==> src/rtl/ex_pipe_hazard_ctrl.sv <==
// Stall/flush sequencer for the IF/ID/EX1/EX2/MEM/WB pipeline.
// Handles load-use interlocks, multi-cycle sad in EX2 and EX2 jump squash.
module ex_pipe_hazard_ctrl #(
  parameter int SAD_CYCLES = 4,
  parameter int CNT_W      = 16
) (
  input  logic             Clk,
  input  logic             Reset,
  input  logic [4:0]       rs_address_ID,
  input  logic [4:0]       rt_address_ID,
  input  logic             UsesRs_ID,
  input  logic             UsesRt_ID,
  input  logic [1:0]       MemRead_EX,
  input  logic [4:0]       RegDst1Result_EX,
  input  logic [1:0]       MemRead_EX2,
  input  logic [4:0]       RegDst1Result_EX2,
  input  logic             sad_EX,
  input  logic             Jump_EX2,
  input  logic             JR_EX2,
  output logic             PCWrite,
  output logic             IFID_Write,
  output logic             IFID_Flush,
  output logic             IDEX1_Write,
  output logic             IDEX1_Flush,
  output logic             EX1EX2_Write,
  output logic             EX1EX2_Flush,
  output logic             EX2MEM_Flush,
  output logic             Busy,
  output logic [CNT_W-1:0] StallCount
);

  typedef enum logic {RUN, SAD_BUSY} state_t;

  localparam logic [3:0] SAD_LOAD =
    4'((SAD_CYCLES > 1) ? (SAD_CYCLES - 2) : 0);

  state_t           state_q, state_d;
  logic [3:0]       sad_cnt_q, sad_cnt_d;
  logic [CNT_W-1:0] cnt_q;
  logic             hazard_ex1, hazard_ex2;
  logic             load_use, redirect;

  assign hazard_ex1 = (MemRead_EX != 2'd0)
    & (RegDst1Result_EX != 5'd0)
    & ((UsesRs_ID & (rs_address_ID == RegDst1Result_EX))
     | (UsesRt_ID & (rt_address_ID == RegDst1Result_EX)));

  assign hazard_ex2 = (MemRead_EX2 != 2'd0)
    & (RegDst1Result_EX2 != 5'd0)
    & ((UsesRs_ID & (rs_address_ID == RegDst1Result_EX2))
     | (UsesRt_ID & (rt_address_ID == RegDst1Result_EX2)));

  assign load_use = hazard_ex1 | hazard_ex2;
  assign redirect = Jump_EX2 | JR_EX2;

  always_ff @(posedge Clk or negedge Reset) begin
    if (!Reset) begin
      state_q   <= RUN;
      sad_cnt_q <= 4'd0;
    end else begin
      state_q   <= state_d;
      sad_cnt_q <= sad_cnt_d;
    end
  end

  always_comb begin
    state_d      = state_q;
    sad_cnt_d    = sad_cnt_q;
    PCWrite      = 1'b1;
    IFID_Write   = 1'b1;
    IFID_Flush   = 1'b0;
    IDEX1_Write  = 1'b1;
    IDEX1_Flush  = 1'b0;
    EX1EX2_Write = 1'b1;
    EX1EX2_Flush = 1'b0;
    EX2MEM_Flush = 1'b0;
    Busy         = 1'b0;
    unique case (state_q)
      RUN: begin
        if (redirect) begin
          IFID_Flush   = 1'b1;
          IDEX1_Flush  = 1'b1;
          EX1EX2_Flush = 1'b1;
        end else begin
          if (load_use) begin
            PCWrite     = 1'b0;
            IFID_Write  = 1'b0;
            IDEX1_Flush = 1'b1;
          end
          // EX1/EX2 still advances under load_use, so the sad moves on
          if (sad_EX && (SAD_CYCLES > 1)) begin
            state_d   = SAD_BUSY;
            sad_cnt_d = SAD_LOAD;
          end
        end
      end
      SAD_BUSY: begin
        PCWrite      = 1'b0;
        IFID_Write   = 1'b0;
        IDEX1_Write  = 1'b0;
        EX1EX2_Write = 1'b0;
        EX2MEM_Flush = 1'b1;
        Busy         = 1'b1;
        if (sad_cnt_q == 4'd0) state_d = RUN;
        else sad_cnt_d = sad_cnt_q - 4'd1;
      end
    endcase
    if (!Reset) begin
      PCWrite      = 1'b0;
      IFID_Write   = 1'b0;
      IFID_Flush   = 1'b1;
      IDEX1_Write  = 1'b0;
      IDEX1_Flush  = 1'b1;
      EX1EX2_Write = 1'b0;
      EX1EX2_Flush = 1'b1;
      EX2MEM_Flush = 1'b1;
      Busy         = 1'b0;
    end
  end

  always_ff @(posedge Clk or negedge Reset) begin
    if (!Reset) cnt_q <= '0;
    else if (!PCWrite && (cnt_q != {CNT_W{1'b1}})) cnt_q <= cnt_q + 1'b1;
  end

  assign StallCount = cnt_q;

endmodule

==> config.mk <==
export PLATFORM = sky130hd
export DESIGN_NAME = ex_pipe_hazard_ctrl
export DESIGN_NICKNAME = d
export VERILOG_FILES = /design/src/rtl/ex_pipe_hazard_ctrl.sv
export SDC_FILE = /design/constraint.sdc
export NUM_CORES = 1
export LEC_CHECK = 0
export ABC_AREA = 1
export BUFFER_PORTS_ARGS = -buffer_cell sky130_fd_sc_hd__buf_2
export CAP_MARGIN = 20
export CELL_PAD_IN_SITES_DETAIL_PLACEMENT = 1
export CELL_PAD_IN_SITES_GLOBAL_PLACEMENT = 1
export CORE_MARGIN = 3
export CORE_UTILIZATION = 34
export DETAILED_ROUTE_END_ITERATION = 8
export PLACE_DENSITY_LB_ADDON = 0.1
export SLEW_MARGIN = 15
export SYNTH_ARGS = -nofsm -noshare
export SYNTH_HDL_FRONTEND = slang
export SYNTH_SLANG_ARGS = --single-unit
==> constraint.sdc <==
create_clock -name Clk -period 2.3 [get_ports Clk]
set_clock_uncertainty 0.2 [all_clocks]
set_input_delay 0 -clock Clk [delete_from_list [all_inputs] [get_ports Clk]]
set_output_delay 0 -clock Clk [all_outputs]
set_load 0.02 [all_outputs]
==> results of run 1 <==
==> logic make-up (layout without fill, tap and decap cells) <==
family / Yosys count / after routing / share of synthesized area, %
AO/OA/AOI/OAI: 11 / 11 / 3.378
XOR/XNOR: 13 / 13 / 6.681
adder cells (fa/ha/maj): 2 / 2 / 1.468
buffers and inverters: 42 / 100 / 10.65
flip-flops: 21 / 21 / 30.84
AND/OR/NAND/NOR: 182 / 182 / 46.99
==> worst reg2reg max path, stage by stage, from the launching register on <==
cell and delay (ns):
dfrtp_1 0.38, inv_1 0.13, nand3_1 0.13, dlygate4sd3_1 0.59, nand2_1 0.15, nand4_1 0.13
o21ai_0 0.16, a21oi_1 0.05
==> flip-flops by register name, summed over array words and instances (netlist names) <==
signal      count
StallCount     16
sad_cnt_q       4
state_q         1
==> power by group through the flow <==
stage               combinational (mW)  clock (mW)  sequential (mW)
finish                           0.706       0.242            0.568
global route                     0.801       0.280            0.589
CTS                              0.721       0.257            0.569
detailed placement               0.713           0            0.575
global placement                 0.707           0            0.574
floorplan                        0.459           0            0.615
==> layout make-up <==
class / instances / area share [%]
multi-input combinational: 208 / 47.33
sequential: 21 / 24.94
timing repair buffer: 60 / 15.20
inverter: 36 / 6.413
tap: 67 / 3.979
clock buffer: 4 / 2.138
==> worst min path at each step <==
stage,from,endpoint,cells after the start
4_1_cts,Jump_EX2,sad_cnt_q[3],5
2_1_floorplan,Reset,StallCount[0],0
3_3_place_gp,Reset,StallCount[13],2
3_5_place_dp,Reset,StallCount[13],2
5_1_grt,Jump_EX2,sad_cnt_q[3],5
6_report,Jump_EX2,sad_cnt_q[3],5
==> placed cells by master, fill, tap and decap left out, types with 3 or more instances in the layout <==
master / instances
nor2_1: 26
clkbuf_8: 3
nand3_1: 32
xnor2_1: 6
nand2_1: 111
dfrtp_1: 21
o21ai_0: 4
inv_2: 6
dlygate4sd3_1: 3
a21oi_1: 3
buf_2: 55
inv_1: 30
xor2_1: 7
==> what timing repair did <==
action                                 in CTS  in global routing
endpoints found under the hold margin      24                  0
resized for setup                           0                  0
hold buffers                                3                  0
==> through the flow <==
step	total power, mW	cell area, um2
finish	1.515	2107
global route	1.670	2107
CTS	1.547	2107
detailed placement	1.289	2032
global placement	1.280	2032
floorplan	1.074	1704
==> layer usage <==
layer / GRT usage, % / vias to the layer above / part of all wire, %
met2: 31.36 / 31 / 48
met4: 6.159 / 0 / 1.9
met3: 3.169 / 8 / 4.1
met1: 22.39 / 841 / 46
li1: - / 951 / -
met5: 0 / - / 0
==> metrics.md, run 1 <==
| Metric | Value |
|---|---|
| Worst R2R End | sad_cnt_q[3] |
| Share of the synthesized area in the top cell type | 30.84% |
| DR iter-0 viols | 37 |
| Antenna viol nets, final | 0 |
| Drt pass-1 iters | 2 |
| Rows | 25 |
| Gate power share | 46.6% |
| Starting Density | 35.61% |
| Port-buffer cells | 55 |
| Area contributors post-synth | dfrtp_1, nand2_1, nand3_1 |
| Final nets | 363 |
| GP Congestion | 0.7831 |
| H-tree levels | 1 |
| Sequential area share after synthesis | 30.84% |
| Final setup fails | 0 |
| Setup Buffers After CTS | 0 |
| Final min period | 2.029 ns |
| Final Max Slew Viols | 0 |
| Post-layout util | 44.03% |
| Max frequency | 492.8 MHz |
| Post-synth EDFFs | 0 |
| Overall die height | 76.80 um |
| Setup_tns | 0 ns |
| Most common cell in the netlist | nand2_1 |
| Syn Inst Count | 271 |
| Register share of total power | 37.5% |
| Crit path launch | state_q |
| First-pass GRT wire length | 8.756 mm |
| Worst-path clk slew | 0.07 ns |
| CTS tree | done |
| FF-to-FF Start | state_q |
| Overall routing resource usage | 18.05% |
| WP data arrival | 1.98 ns |
| Post-synth net total | 304 |
| Crit Path Class | register to register |
| PwrDens | 719.2 mW/mm2 |
| Max VDD drop | 0.0005161 V |
| Final std cells w/o fill | 396 |
| Grt ovf | 0 |
| Worst Hold Class | primary input to register |
| Initial antenna violation count | 0 |
| Layout cells sized above 1 | 22.49% |
| DP Worst Slack | 0.2980 ns |
| Post-synth top cells | nand2_1, nand3_1, inv_1 |
| Root Buffer | clkbuf_8 |
| Vias in the first global route | 1887 |
| Hold Slack | 0.001318 ns |
| Critical path depth in cells | 7 |
| CP max-delay cell | dlygate4sd3_1 |
| Synth unique cells | 26 |
| I/O pin count | 56 |
| Ys flop type | dfrtp_1 |
| CTS buffer count | 3 |
| Startpoint types | register |
| Die area | 0.005897 mm2 |
| Synth area leader | dfrtp_1 |
| MaxCap Viol Count | 0 |
| Post-synthesis register bit count | 21 |
| WP buf/inv | 2 |
| Core Region | 0.004786 mm2 |
| WP data required | 2.25 ns |
| Area of the multi-input gates | 997.2 um2 |
| Headroom to the max-slew limit | 76.65% |
| Ant. Diodes | 0 |
| WL final | 4.980 mm |
| Int Power | 0.8345 mW |
| Clock Sink Count | 21 |
| FFs w/ async S/R, synth | 100.0% |
| Clock power frac | 16.0% |
| Crit path capture | sad_cnt_q[3] |
| CP cell instances | inv_1 > nand3_1 > dlygate4sd3_1 > nand2_1 > nand4_1 > o21ai_0 > a21oi_1 |
| Placed Cells | 389 |
| Status | complete, no violations |
| R2R Setup Slk | 0.27 ns |
| Clk buf depth | 2 |
| Largest net degree at the start of global routing | 25 |
| Clock Latency Late Sink | 0.26 ns |
| Avg Inst Size Synth | 6.288 um2 |
| Post-Syn Area | 0.001704 mm2 |
| Drt via density | 4.624 |
| Final hold vios | 0 |
| Net Sw Frac | 44.93% |
| P_sw | 0.6810 mW |
| Die Width | 76.80 um |
| Critical-path maximum fanout | 5 |
| R2R cell count | 7 |
| RSZ-0062 raised after global routing | no |
| Fill cells | 681 |
| Routed wire length per instance | 12.58 um |
| Crit end category | register |
| Tcrit/Tclk final | 88.23% |
| Critical Path Max Stage Delay | 0.59 ns |
| Yosys warnings | 0 |
| Area delta synth->final | 23.64% |
| Post-DP HPWL | 4.078 mm |
| Residual DRC | 0 |
| Least-Margin Pin Slew | 0.3470 ns |
| Final WS setup | 0.2707 ns |
| FF+latch area | 525.5 um2 |
| CP top delay family | buffers and inverters |
| Static leakage power | 1.257 nW |
| Total vias in the final route | 1831 |
No activity file was read; power rests on OpenSTA's default activity.
==> run 2: changes to the inputs <==
- ABC_AREA: 1 -> unset
- CORE_UTILIZATION: 34 -> 35
- GPL_ROUTABILITY_DRIVEN: unset -> 0
==> run 2 against run 1 <==
Register-to-register slack lost 0.21 ns. Maximum frequency shrank 9.4%. Largest power group unchanged. Flip-flop and latch count is the same. Highest routed layer unchanged. Design area shrank 11%. Critical path type unchanged.
==> metrics.md, run 2 <==
| Metric | Value |
|---|---|
| Status | complete, no violations (unchanged) |
| Overall die height | 68.22 um (was 76.80 um) |
| DR iter-0 viols | 37 (unchanged) |
| FFs w/ async S/R, synth | 100.0% (unchanged) |
| Avg Inst Size Synth | 9.964 um2 (was 6.288 um2) |
| Initial antenna violation count | 0 (unchanged) |
| R2R Setup Slk | 0.06 ns (was 0.27 ns) |
| Startpoint types | register (unchanged) |
| GRT busiest layer | met2 (unchanged) |
| Yosys warnings | 0 (unchanged) |
| Port-buffer cells | 55 (unchanged) |
| Worst R2R End | StallCount[11] (was sad_cnt_q[3]) |
| Post-synth top cells | dfrtp_1, xor2_1, xnor2_1 (was nand2_1, nand3_1, inv_1) |
| MaxCap Viol Count | 0 (unchanged) |
| Die area | 0.004654 mm2 (was 0.005897 mm2) |
| CP max-delay cell | dfrtp_2 (was dlygate4sd3_1) |
| Post-DP HPWL | 3.156 mm (was 4.078 mm) |
| WP buf/inv | 1 (was 2) |
| Vias in the first global route | 1327 (was 1887) |
| Layout cells sized above 1 | 43.33% (was 22.49%) |
| Design Power | 1.621 mW (was 1.515 mW) |
| Critical-path maximum fanout | 7 (was 5) |
| WP data arrival | 2.19 ns (was 1.98 ns) |
| CTS tree | done (unchanged) |
| Crit Path Class | register to register (unchanged) |
| WP data required | 2.25 ns (about the same) |
| Drt pass-1 iters | 3 (was 2) |
| CTS buffer count | 3 (unchanged) |
| Crit-path most repeated cell | and3_4 |
| Final Max Slew Viols | 0 (unchanged) |
| Commonest non-fill, non-tap cells in the layout | buf_2, dfrtp_1, buf_4 (was nand2_1, buf_2, nand3_1) |
| Core Region | 0.003521 mm2 (was 0.004786 mm2) |
| Post-synth EDFFs | 0 (unchanged) |
| Starting Density | 38.49% (was 35.61%) |
| PwrDens | 866.0 mW/mm2 (was 719.2 mW/mm2) |
| Clock Latency Late Sink | 0.26 ns (about the same) |
| Max reg flops | 16 (unchanged) |
| Overall routing resource usage | 17.78% (was 18.05%) |
| Max VDD drop | 0.0004787 V (was 0.0005161 V) |
| Ys flop type | dfrtp_1 (unchanged) |
| GR Util met3 | 2.956% (was 3.169%) |
| Synth area leader | dfrtp_1 (unchanged) |
| Hold path cells | 3 (was 5) |
| Area delta synth->final | 38.14% (was 23.64%) |
| First-pass GRT wire length | 6.147 mm (was 8.756 mm) |
| Antenna viol nets, final | 0 (unchanged) |
| Final WS setup | 0.06121 ns (was 0.2707 ns) |
| Crit end category | register (unchanged) |
| Drt via density | 5.121 (was 4.624) |
| I/O pin count | 56 (unchanged) |
| Max frequency | 446.7 MHz (was 492.8 MHz) |
| Final min period | 2.239 ns (was 2.029 ns) |
| Post-layout instance area | 0.001872 mm2 (was 0.002107 mm2) |
| Root Buffer | clkbuf_8 (unchanged) |
| Final hold vios | 0 (unchanged) |
| Largest net degree at the start of global routing | 24 (was 25) |
| Ant. Diodes | 0 (unchanged) |
| Final setup fails | 0 (unchanged) |
| GR Layer Usage met2 | 30.93% (was 31.36%) |
| Hold path startpoint | JR_EX2 (was Jump_EX2) |
| Static leakage power | 0.9144 nW (was 1.257 nW) |
| RSZ-0062 raised after global routing | yes (was no) |
| DP Worst Slack | -0.05369 ns (was 0.2980 ns) |
| CP cell instances | and3_4 > and3_4 > and4_4 > and3_4 > o41ai_4 > buf_4 > nand4_1 > xnor2_1 (was inv_1 > nand3_1 > dlygate4sd3_1 > nand2_1 > nand4_1 > o21ai_0 > a21oi_1) |
| FF-to-FF Start | StallCount[8] (was state_q) |
| Rows | 21 (was 25) |
| H-tree levels | 1 (unchanged) |
| Total vias in the final route | 1311 (was 1831) |
| Area contributors post-synth | dfrtp_1, xor2_1, xnor2_1 (was dfrtp_1, nand2_1, nand3_1) |
| Sequential area share after synthesis | 38.78% (was 30.84%) |
| Syn Inst Count | 136 (was 271) |
| Post-Syn Area | 0.001355 mm2 (was 0.001704 mm2) |
| Worst-path clk slew | 0.08 ns (was 0.07 ns) |
| Final nets | 244 (was 363) |
| Synth unique cells | 41 (was 26) |
| Commonest non-fill, non-tap cell in the layout | buf_2 (was nand2_1) |
| Least-Margin Pin Slew | 0.3848 ns (was 0.3470 ns) |
| Routed wire length per instance | 15.46 um (was 12.58 um) |
| Headroom to the max-slew limit | 74.11% (was 76.65%) |
| Grt ovf | 0 (unchanged) |
| Critical Path Max Stage Delay | 0.42 ns (was 0.59 ns) |
| Most common cell in the netlist | dfrtp_1 (was nand2_1) |
| Met1 GRT Util | 22.13% (was 22.39%) |
| Clk buf depth | 2 (unchanged) |
| WL final | 3.959 mm (was 4.980 mm) |
| Worst Hold Class | primary input to register (unchanged) |
| Residual DRC | 0 (unchanged) |
| CP top delay family | simple AND/OR/NAND/NOR gates (was buffers and inverters) |
| Clock Sink Count | 21 (unchanged) |
| Post-synth net total | 169 (was 304) |
| Die Width | 68.22 um (was 76.80 um) |
| Tcrit/Tclk final | 97.34% (was 88.23%) |
| Post-synthesis register bit count | 21 (unchanged) |
| R2R cell count | 8 (was 7) |
| Worst hold endpoint | StallCount[1] (was sad_cnt_q[3]) |
| Share of the synthesized area in the top cell type | 38.78% (was 30.84%) |
| Placed inst area | 0.001787 mm2 (was 0.002032 mm2) |
==> run 2: area by class of cell <==
class                   count  area [um2]
clock inverters             1       5.005
repair buffers             76       437.9
flip-flops and latches     21       528.0
fillers                   430        1649
well taps                  46       57.56
clock buffers               3       41.29
inverters                   5       18.77
multi-input cells         104       783.3
==> run 2: kinds of logic (layout without fill, tap and decap cells) <==
| family | Yosys count | count (layout) | synth area share, % |
|---|---|---|---|
| adders and majority gates | 2 | 2 | 1.846 |
| xor gates and xnor gates | 33 | 33 | 21.33 |
| AOI/OAI and AO/OA | 20 | 20 | 11.27 |
| DFF | 21 | 21 | 38.78 |
| buffers and inverters | 11 | 85 | 4.432 |
| and+or+nand+nor | 47 | 47 | 20.78 |
| muxes | 2 | 2 | 1.570 |
==> run 2: worst max path at each step <==
stage	from	endpoint	slack, ns	cells after the start
after global routing	StallCount[8]	StallCount[11]	-0.03	8
after CTS	StallCount[8]	StallCount[6]	0.06	8
after global placement	StallCount[8]	StallCount[9]	0.06	8
after detailed placement	StallCount[8]	StallCount[6]	-0.05	8
final	StallCount[8]	StallCount[11]	0.06	8
after floorplan	StallCount[8]	StallCount[3]	-0.07	8
==> run 2: routing by layer <==
| metal | vias up | wire (um) |
|---|---|---|
| met2 | 45 | 1913 |
| met4 | 0 | 47 |
| met3 | 5 | 287 |
| li1 | 633 | - |
| met5 | - | 0 |
| met1 | 628 | 1710 |
==> run 2: stage by stage <==
| stage | instances | hold slack, ns | util (%) | setup TNS (ns) |
|---|---|---|---|---|
| after floorplan | 136 | -0.4956 | - | -0.2927 |
| after global placement | 248 | -0.2012 | 50.75 | 0 |
| after detailed placement | 248 | -0.1859 | 50.75 | -0.1115 |
| after CTS | 254 | 0.01571 | 52.63 | 0 |
| after global routing | 256 | 0.03365 | 53.16 | -0.06198 |
| final | 256 | 0.02422 | 53.16 | 0 |
==> run 2: power breakdown <==
part | total (mW) | internal (mW) | switching (mW)
Combinational | 0.800 | 0.356 | 0.444
Sequential | 0.574 | 0.478 | 0.0957
Clock | 0.247 | 0.121 | 0.126
Total | 1.62 | 0.955 | 0.666
==> run 2: worst reg2reg max path: cells and delay by family, from the launching register on <==
family	cells	cell delay [ns]
compound gates	1	0.28
xor+xnor	1	0.15
buf+inv	1	0.22
flops	1	0.42
simple gates	5	0.87
==> run 2: timing repair <==
action / in CTS / in global routing
hold buffers: 2 / 0
gates resized for setup: 1 / 1
pin swaps: 1 / 0
hold endpoints to repair: 24 / 0
buffers inserted: 0 / 2
setup endpoints to repair: 9 / 6
